===== src/rtl/prog_loader_pkg.sv =====
// Shared types and constants for the program loader.
package prog_loader_pkg;

  // Loader FSM states.
  typedef enum logic [2:0] {
    ST_IDLE  = 3'd0,
    ST_LEN   = 3'd1,
    ST_DATA  = 3'd2,
    ST_CSUM  = 3'd3,
    ST_RUN   = 3'd4,
    ST_ERROR = 3'd5
  } state_t;

  localparam int ADDR_W_DEF     = 10;
  localparam int LEN_BYTES      = 2;
  localparam int BYTES_PER_WORD = 4;

  // A new load may only begin from a state where no load is in progress.
  function automatic logic can_start(state_t s);
    return (s == ST_IDLE) || (s == ST_RUN) || (s == ST_ERROR);
  endfunction

endpackage


===== src/rtl/prog_loader_if.sv =====
// Byte-stream input and instruction-memory write bus of the program loader.
//
// Stream handshake: a byte transfers on a rising edge where in_valid and
// in_ready are both 1. in_ready depends only on loader state, never on
// in_valid; the source may hold in_valid low for any number of cycles.
// imem_we is a single-cycle strobe; imem_addr/imem_wdata hold between strobes.
interface prog_loader_if #(
  parameter int ADDR_W = 10
);
  logic [7:0]        in_byte;
  logic              in_valid;
  logic              in_ready;
  logic              imem_we;
  logic [ADDR_W-1:0] imem_addr;
  logic [31:0]       imem_wdata;

  // Host side: drives the stream, observes memory writes.
  modport master (
    output in_byte, in_valid,
    input  in_ready, imem_we, imem_addr, imem_wdata
  );

  // Loader side.
  modport slave (
    input  in_byte, in_valid,
    output in_ready, imem_we, imem_addr, imem_wdata
  );
endinterface


===== src/rtl/prog_loader_byte_packer.sv =====
// Packs little-endian bytes into 32-bit words; flags the 4th byte of each word.
module prog_loader_byte_packer
  import prog_loader_pkg::*;
(
  input  logic        clk,
  input  logic        reset,
  input  logic        clr,
  input  logic        byte_valid,
  input  logic [7:0]  byte_in,
  output logic        word_valid,
  output logic [31:0] word
);

  localparam int IDX_W = $clog2(BYTES_PER_WORD);

  logic [IDX_W-1:0] idx;
  logic [23:0]      sr;   // first three bytes of the word, byte0 lowest

  assign word_valid = byte_valid && (idx == IDX_W'(BYTES_PER_WORD - 1));
  assign word       = {byte_in, sr};

  // Shift bytes in from the top so byte0 ends in bits [7:0].
  always_ff @(posedge clk or posedge reset) begin
    if (reset) begin
      idx <= '0;
      sr  <= '0;
    end else if (clr) begin
      idx <= '0;
      sr  <= '0;
    end else if (byte_valid) begin
      idx <= idx + 1'b1;
      sr  <= {byte_in, sr[23:8]};
    end
  end

endmodule


===== src/rtl/prog_loader.sv =====
// Boot loader: receives a length-prefixed program image, writes it to
// instruction memory, verifies an XOR checksum and then releases the core.
module prog_loader
  import prog_loader_pkg::*;
#(
  parameter int ADDR_W = ADDR_W_DEF
)(
  input  logic              clk,
  input  logic              reset,
  input  logic              start,
  prog_loader_if.slave      bus,
  output logic              cpu_run,
  output logic              load_err,
  output logic [ADDR_W:0]   words_loaded,
  output state_t            dbg_state
);

  localparam logic [16:0] CAPACITY = 17'(2 ** ADDR_W);

  state_t          state;
  logic            len_phase;   // 0: expecting LEN_LO, 1: expecting LEN_HI
  logic [7:0]      len_lo;
  logic [15:0]     n_words;
  logic [ADDR_W:0] word_idx;
  logic [7:0]      csum;

  logic        accept;
  logic        pk_clr;
  logic        pk_valid;
  logic        word_valid;
  logic [31:0] word;
  logic [15:0] len_n;
  logic        last_word;

  assign accept    = bus.in_valid && bus.in_ready;
  assign pk_clr    = start && can_start(state);
  assign pk_valid  = accept && (state == ST_DATA);
  assign len_n     = {bus.in_byte, len_lo};
  assign last_word = (16'(word_idx) + 16'd1) == n_words;
  assign dbg_state = state;

  prog_loader_byte_packer u_packer (
    .clk        (clk),
    .reset      (reset),
    .clr        (pk_clr),
    .byte_valid (pk_valid),
    .byte_in    (bus.in_byte),
    .word_valid (word_valid),
    .word       (word)
  );

  // Loader FSM with word counter, running checksum and registered outputs.
  always_ff @(posedge clk or posedge reset) begin
    if (reset) begin
      state          <= ST_IDLE;
      len_phase      <= 1'b0;
      len_lo         <= '0;
      n_words        <= '0;
      word_idx       <= '0;
      csum           <= '0;
      bus.in_ready   <= 1'b0;
      bus.imem_we    <= 1'b0;
      bus.imem_addr  <= '0;
      bus.imem_wdata <= '0;
      cpu_run        <= 1'b0;
      load_err       <= 1'b0;
      words_loaded   <= '0;
    end else begin
      bus.imem_we <= 1'b0;
      // Count a word once its write strobe has been presented.
      if (bus.imem_we) words_loaded <= words_loaded + 1'b1;

      if (word_valid) begin
        bus.imem_we    <= 1'b1;
        bus.imem_addr  <= word_idx[ADDR_W-1:0];
        bus.imem_wdata <= word;
        word_idx       <= word_idx + 1'b1;
      end
      if (pk_valid) csum <= csum ^ bus.in_byte;

      case (state)
        ST_IDLE, ST_RUN, ST_ERROR: begin
          if (start) begin
            state        <= ST_LEN;
            bus.in_ready <= 1'b1;
            cpu_run      <= 1'b0;
            load_err     <= 1'b0;
            len_phase    <= 1'b0;
            word_idx     <= '0;
            csum         <= '0;
            words_loaded <= '0;
          end
        end
        ST_LEN: begin
          if (accept) begin
            if (!len_phase) begin
              len_lo    <= bus.in_byte;
              len_phase <= 1'b1;
            end else begin
              n_words <= len_n;
              if ({1'b0, len_n} > CAPACITY) begin
                state        <= ST_ERROR;
                bus.in_ready <= 1'b0;
                load_err     <= 1'b1;
              end else if (len_n == 16'd0) begin
                state <= ST_CSUM;
              end else begin
                state <= ST_DATA;
              end
            end
          end
        end
        ST_DATA: begin
          if (word_valid && last_word) state <= ST_CSUM;
        end
        ST_CSUM: begin
          if (accept) begin
            bus.in_ready <= 1'b0;
            if (bus.in_byte == csum) begin
              state   <= ST_RUN;
              cpu_run <= 1'b1;
            end else begin
              state    <= ST_ERROR;
              load_err <= 1'b1;
            end
          end
        end
        default: begin
          state        <= ST_IDLE;
          bus.in_ready <= 1'b0;
        end
      endcase
    end
  end

endmodule

===== src/flat_wrapper.sv =====
// flat-port wrapper written by rule: the top's interface ports become plain ports
module prog_loader_flat import prog_loader_pkg::*;
#(
  parameter int ADDR_W = ADDR_W_DEF
)
  (clk, reset, start, cpu_run, load_err, words_loaded, dbg_state, bus_in_byte, bus_in_valid, bus_in_ready, bus_imem_we, bus_imem_addr, bus_imem_wdata);
  prog_loader_if #(.ADDR_W(ADDR_W)) bus_i ();
  input  logic clk;
  input  logic reset;
  input  logic start;
  output logic cpu_run;
  output logic load_err;
  output logic [ADDR_W:0] words_loaded;
  output state_t dbg_state;
  input wire logic [$bits(bus_i.in_byte)-1:0] bus_in_byte;
  input wire logic [$bits(bus_i.in_valid)-1:0] bus_in_valid;
  output wire logic [$bits(bus_i.in_ready)-1:0] bus_in_ready;
  output wire logic [$bits(bus_i.imem_we)-1:0] bus_imem_we;
  output wire logic [$bits(bus_i.imem_addr)-1:0] bus_imem_addr;
  output wire logic [$bits(bus_i.imem_wdata)-1:0] bus_imem_wdata;
  assign bus_i.in_byte = bus_in_byte;
  assign bus_i.in_valid = bus_in_valid;
  assign bus_in_ready = bus_i.in_ready;
  assign bus_imem_we = bus_i.imem_we;
  assign bus_imem_addr = bus_i.imem_addr;
  assign bus_imem_wdata = bus_i.imem_wdata;
  prog_loader #(.ADDR_W(ADDR_W)) u_core (.clk(clk), .reset(reset), .start(start), .bus(bus_i), .cpu_run(cpu_run), .load_err(load_err), .words_loaded(words_loaded), .dbg_state(dbg_state));
endmodule

===== config.mk =====
export PLATFORM = sky130hd
export DESIGN_NAME = prog_loader_flat
export DESIGN_NICKNAME = d
export VERILOG_FILES = /design/src/rtl/prog_loader_pkg.sv /design/src/rtl/prog_loader_if.sv /design/src/rtl/prog_loader_byte_packer.sv /design/src/rtl/prog_loader.sv /design/src/flat_wrapper.sv
export SDC_FILE = /design/constraint.sdc
export NUM_CORES = 1
export LEC_CHECK = 0
export ABC_AREA = 1
export BUFFER_PORTS_ARGS = -buffer_cell sky130_fd_sc_hd__buf_2
export CORE_AREA = 2 2 110 112
export CTS_BUF_LIST = sky130_fd_sc_hd__clkbuf_4
export DETAILED_ROUTE_END_ITERATION = 10
export DIE_AREA = 0 0 112 114
export PLACE_DENSITY_LB_ADDON = 0.08
export SLEW_MARGIN = 5
export SYNTH_ARGS = -nofsm -noshare
export SYNTH_HDL_FRONTEND = slang
export SYNTH_SLANG_ARGS = --single-unit

===== constraint.sdc =====
create_clock -name clk -period 9.6 [get_ports clk]
set_input_delay 0.48 -clock clk [delete_from_list [all_inputs] [get_ports clk]]
set_output_delay 0.48 -clock clk [all_outputs]
set_load 0.05 [all_outputs]

==> run_results.csv <==
group,metric,value,unit
timing,rsz0062_at_grt,"false",
floorplanning,die_w,112,um
critical_path,critPathBufInv,4,
critical_path,path_max_fanout,98,
timing,timing.final.crit_period,2220,ps
cts,cts_tree,"built",
synth,syn_nets,669,
cts,root_buffer,"clkbuf_4",
synth,ys_types,30,
power,power_switching,0.484,mW
grt,grt_pass1_vias,4349,
timing,setup_viol,0,
cts,clkLatencyLatePin,560,ps
floorplanning,dieArea,0.0128,sq mm
synth,syn-cell-area,0.00568,sq mm
synth,yosysWarnings,0,
placed_design,io_buffers,71,
timing,slew_violations,0,
critical_path,required,10030,ps
critical_path,slowest_stage,"dfrtp_1",
grt,grt_remaining_overflow,0,
critical_path,cp_num_cells,10,
cts,clockBufferDepth,2,
layout,layout-drive-gt1-share,15.7,%
layout,area_growth_syn_to_layout,13.4,%
drt,via_per_inst,5.04,
timing,finClkSkew,18.7,ps
power,p_leak,3.30,nW
floorplanning,io_pins,72,
status,status,"completed",
timing,slew_headroom,35.8,%
synth,yosys_register_bits,130,
run,max_cap_viol_count,0,
drt,wl_per_cell,13.6,um
timing,hold_viol,0,
critical_path,cp.arrival,2650,ps
critical_path,cpMostUsedCell,"inv_2",
drt,vias,4458,
critical_path,cpPeakStageDelay,480,ps
cts,path_clk_slew,130,ps
synth,synthFlopType,"dfrtp_1",
placed_design,place_congestion,0.806,
synth,synthCells,654,
layout,finalInstanceArea,0.00644,sq mm
cts,cts_max_level,4,
power,ir_drop,0.000159,V
floorplanning,coreArea,0.0117,sq mm
power,swShare,34.8,%
power,p_per_area,216,mW/mm^2
timing,post-route-period-util,23.1,%
worst_hold_path,hold_class,"input pin to asynchronous set/reset pin",
cts,cts_setup_buffers,0,
synth,synth_edf_count,0,
drt,drt-pass1-iter-count,5,
cts,hold_buffers,0,
grt,grt_pass1_wl,20700,um
synth,syn_area_per_cell,8.68,sq um
synth,ys_seq_area_share,57.3,%
power,pwr-share-clk,27.9,%
layout,nNetsFinal,739,
timing,final.setup.tns,0,ps
layout,antenna_cells,0,
drt,dr.first_iter.drc_count,257,
layout,final_common_cell,"nand2_1",
floorplanning,core.rowCount,40,
drt,drc,0,
critical_path,critical_path_class,"register to register",
critical_path,crit_chain,"inv_2 -> nor2_4 -> nand3_4 -> nor2_8 -> inv_2 -> buf_4 -> nor2_1 -> inv_1 -> nand2_1 -> a21oi_1",
synth,synthArstFlopShare,100,%
power,internal_power,0.908,mW
layout,layout_common_cells,"nand2_1 (157), dfrtp_1 (130), o21ai_0 (87)",
cts,numCtsBuffers,17,
timing,fmax,450,MHz
synth,yosysTopAreaCell,"dfrtp_1",
power,combPwrFrac,23.8,%
synth,netlist.area_leader.share,57.3,%
placed_design,dpl.hpwl,8280,um
critical_path,crit_path_end_kind,"register",
critical_path,critPathLaunchType,"register",
cts,numClockSinks,130,
cts,cts-resized-gates,0,
critical_path,crit_family,"simple AND/OR/NAND/NOR gates",
grt,grt_max_degree,99,
synth,synth_top_cells_by_area,"dfrtp_1 (57%), nand2_1 (10%), o21ai_0 (7.7%)",
critical_path,worst_r2r_path_depth,10,
floorplanning,initial_core_util,48.5,%
grt,antenna_found_initial,0,
drt,ant_nets,0,
drt,wl,12000,um
power,seq_power_share,48.2,%
placed_design,postPlaceCellArea,0.00614,sq mm
grt,gr-usage-all-layers,20.6,%
timing,tightest_slew,961,ps
floorplanning,die_h,114,um
## cell usage after synthesis, types with 2 or more instances
| library cell | number |
|---|---|
| nand2_1 | 157 |
| clkbuf_1 | 16 |
| buf_2 | 6 |
| o21ai_1 | 5 |
| ha_1 | 3 |
| nor2_1 | 38 |
| nand4_1 | 8 |
| nand3b_1 | 2 |
| xnor2_1 | 9 |
| a21oi_1 | 24 |
| nor3_1 | 2 |
| inv_1 | 87 |
| nor2_2 | 2 |
| nor2_4 | 2 |
| o21ai_0 | 87 |
| or2_2 | 2 |
| dfrtp_1 | 130 |
| xor2_1 | 3 |
| a211oi_1 | 2 |
| o22ai_1 | 24 |
| inv_2 | 3 |
| nand3_1 | 34 |
## worst paths after layout
check                                             start                       to  slack, ps
worst max-delay path                u_core.dbg_state[1]       u_core.word_idx[0]       7380
worst min-delay path                              reset    u_core.u_packer.sr[9]         30
worst max register to register      u_core.dbg_state[1]       u_core.word_idx[0]       7380
worst min register to register  u_core.words_loaded[10]  u_core.words_loaded[10]        470
max in group asynchronous                         reset   u_core.u_packer.idx[1]       8220
min in group clk                         bus_in_byte[0]           u_core.csum[0]        270
## through the flow
| stage | instances | util (%) | power (mW) | hold slack [ps] | setup WS [ps] |
|---|---|---|---|---|---|
| finish | 884 | 55.0 | 1.39 | 32.3 | 7380 |
| global route | 884 | 55.0 | 1.49 | 76.9 | 7050 |
| CTS | 884 | 55.0 | 1.41 | 40.4 | 7360 |
| detailed placement | 852 | 52.4 | 1.02 | 454 | 7210 |
| global placement | 852 | 52.4 | 1.01 | 444 | 7240 |
| floorplan | 654 | - | 0.935 | 439 | 5650 |
## logic make-up after synthesis
| family | synth area share [%] |
|---|---|
| AND/OR/NAND/NOR | 18.8 |
| AO/OA/AOI/OAI | 13.6 |
| flip-flops | 57.3 |
| buffers and inverters | 7.73 |
| XOR/XNOR | 1.85 |
| adder cells (fa/ha/maj) | 0.661 |
## worst register-to-register path: cells and delay by family (launching register included)
family | cells | cell delay [ps]
buf+inv | 4 | 530
compound gates | 1 | 40
flops | 1 | 480
simple gates | 5 | 1050
## per-layer routing
layer	wire length [um]	up-vias	global-route usage, %
li1	-	2260	-
met1	5730	2074	27.7
met2	5460	92	31.5
met3	503	32	5.31
met4	348	0	9.84
met5	0	-	0
## cell type report
type	instances	area, sq um
timing repair buffer	74	378
inverter	90	340
multi-input combinational	411	1990
clock inverter	14	163
fill	1122	5270
sequential	130	3250
clock buffer	18	135
tap	147	184
## sequential cells by signal, summed over array words and instances (netlist names)
signal,count
u_core.len_phase,1
u_core.load_err,1
u_core.csum,8
u_core.bus.in_ready,1
u_core.bus.imem_wdata,32
u_core.cpu_run,1
u_core.word_idx,11
u_core.dbg_state,3
u_core.words_loaded,11
u_core.bus.imem_addr,10
u_core.bus.imem_we,1
u_core.u_packer.idx,2
u_core.len_lo,8
u_core.n_words,16
u_core.u_packer.sr,24
## power groups by stage
stage | Clock [mW] | Combinational, mW | Sequential (mW)
6_report | 0.388 | 0.332 | 0.672
2_1_floorplan | 0 | 0.227 | 0.709
5_1_grt | 0.419 | 0.385 | 0.682
4_1_cts | 0.398 | 0.336 | 0.672
3_5_place_dp | 0 | 0.335 | 0.683
3_3_place_gp | 0 | 0.329 | 0.680
Power figures use the tool's default switching activity.
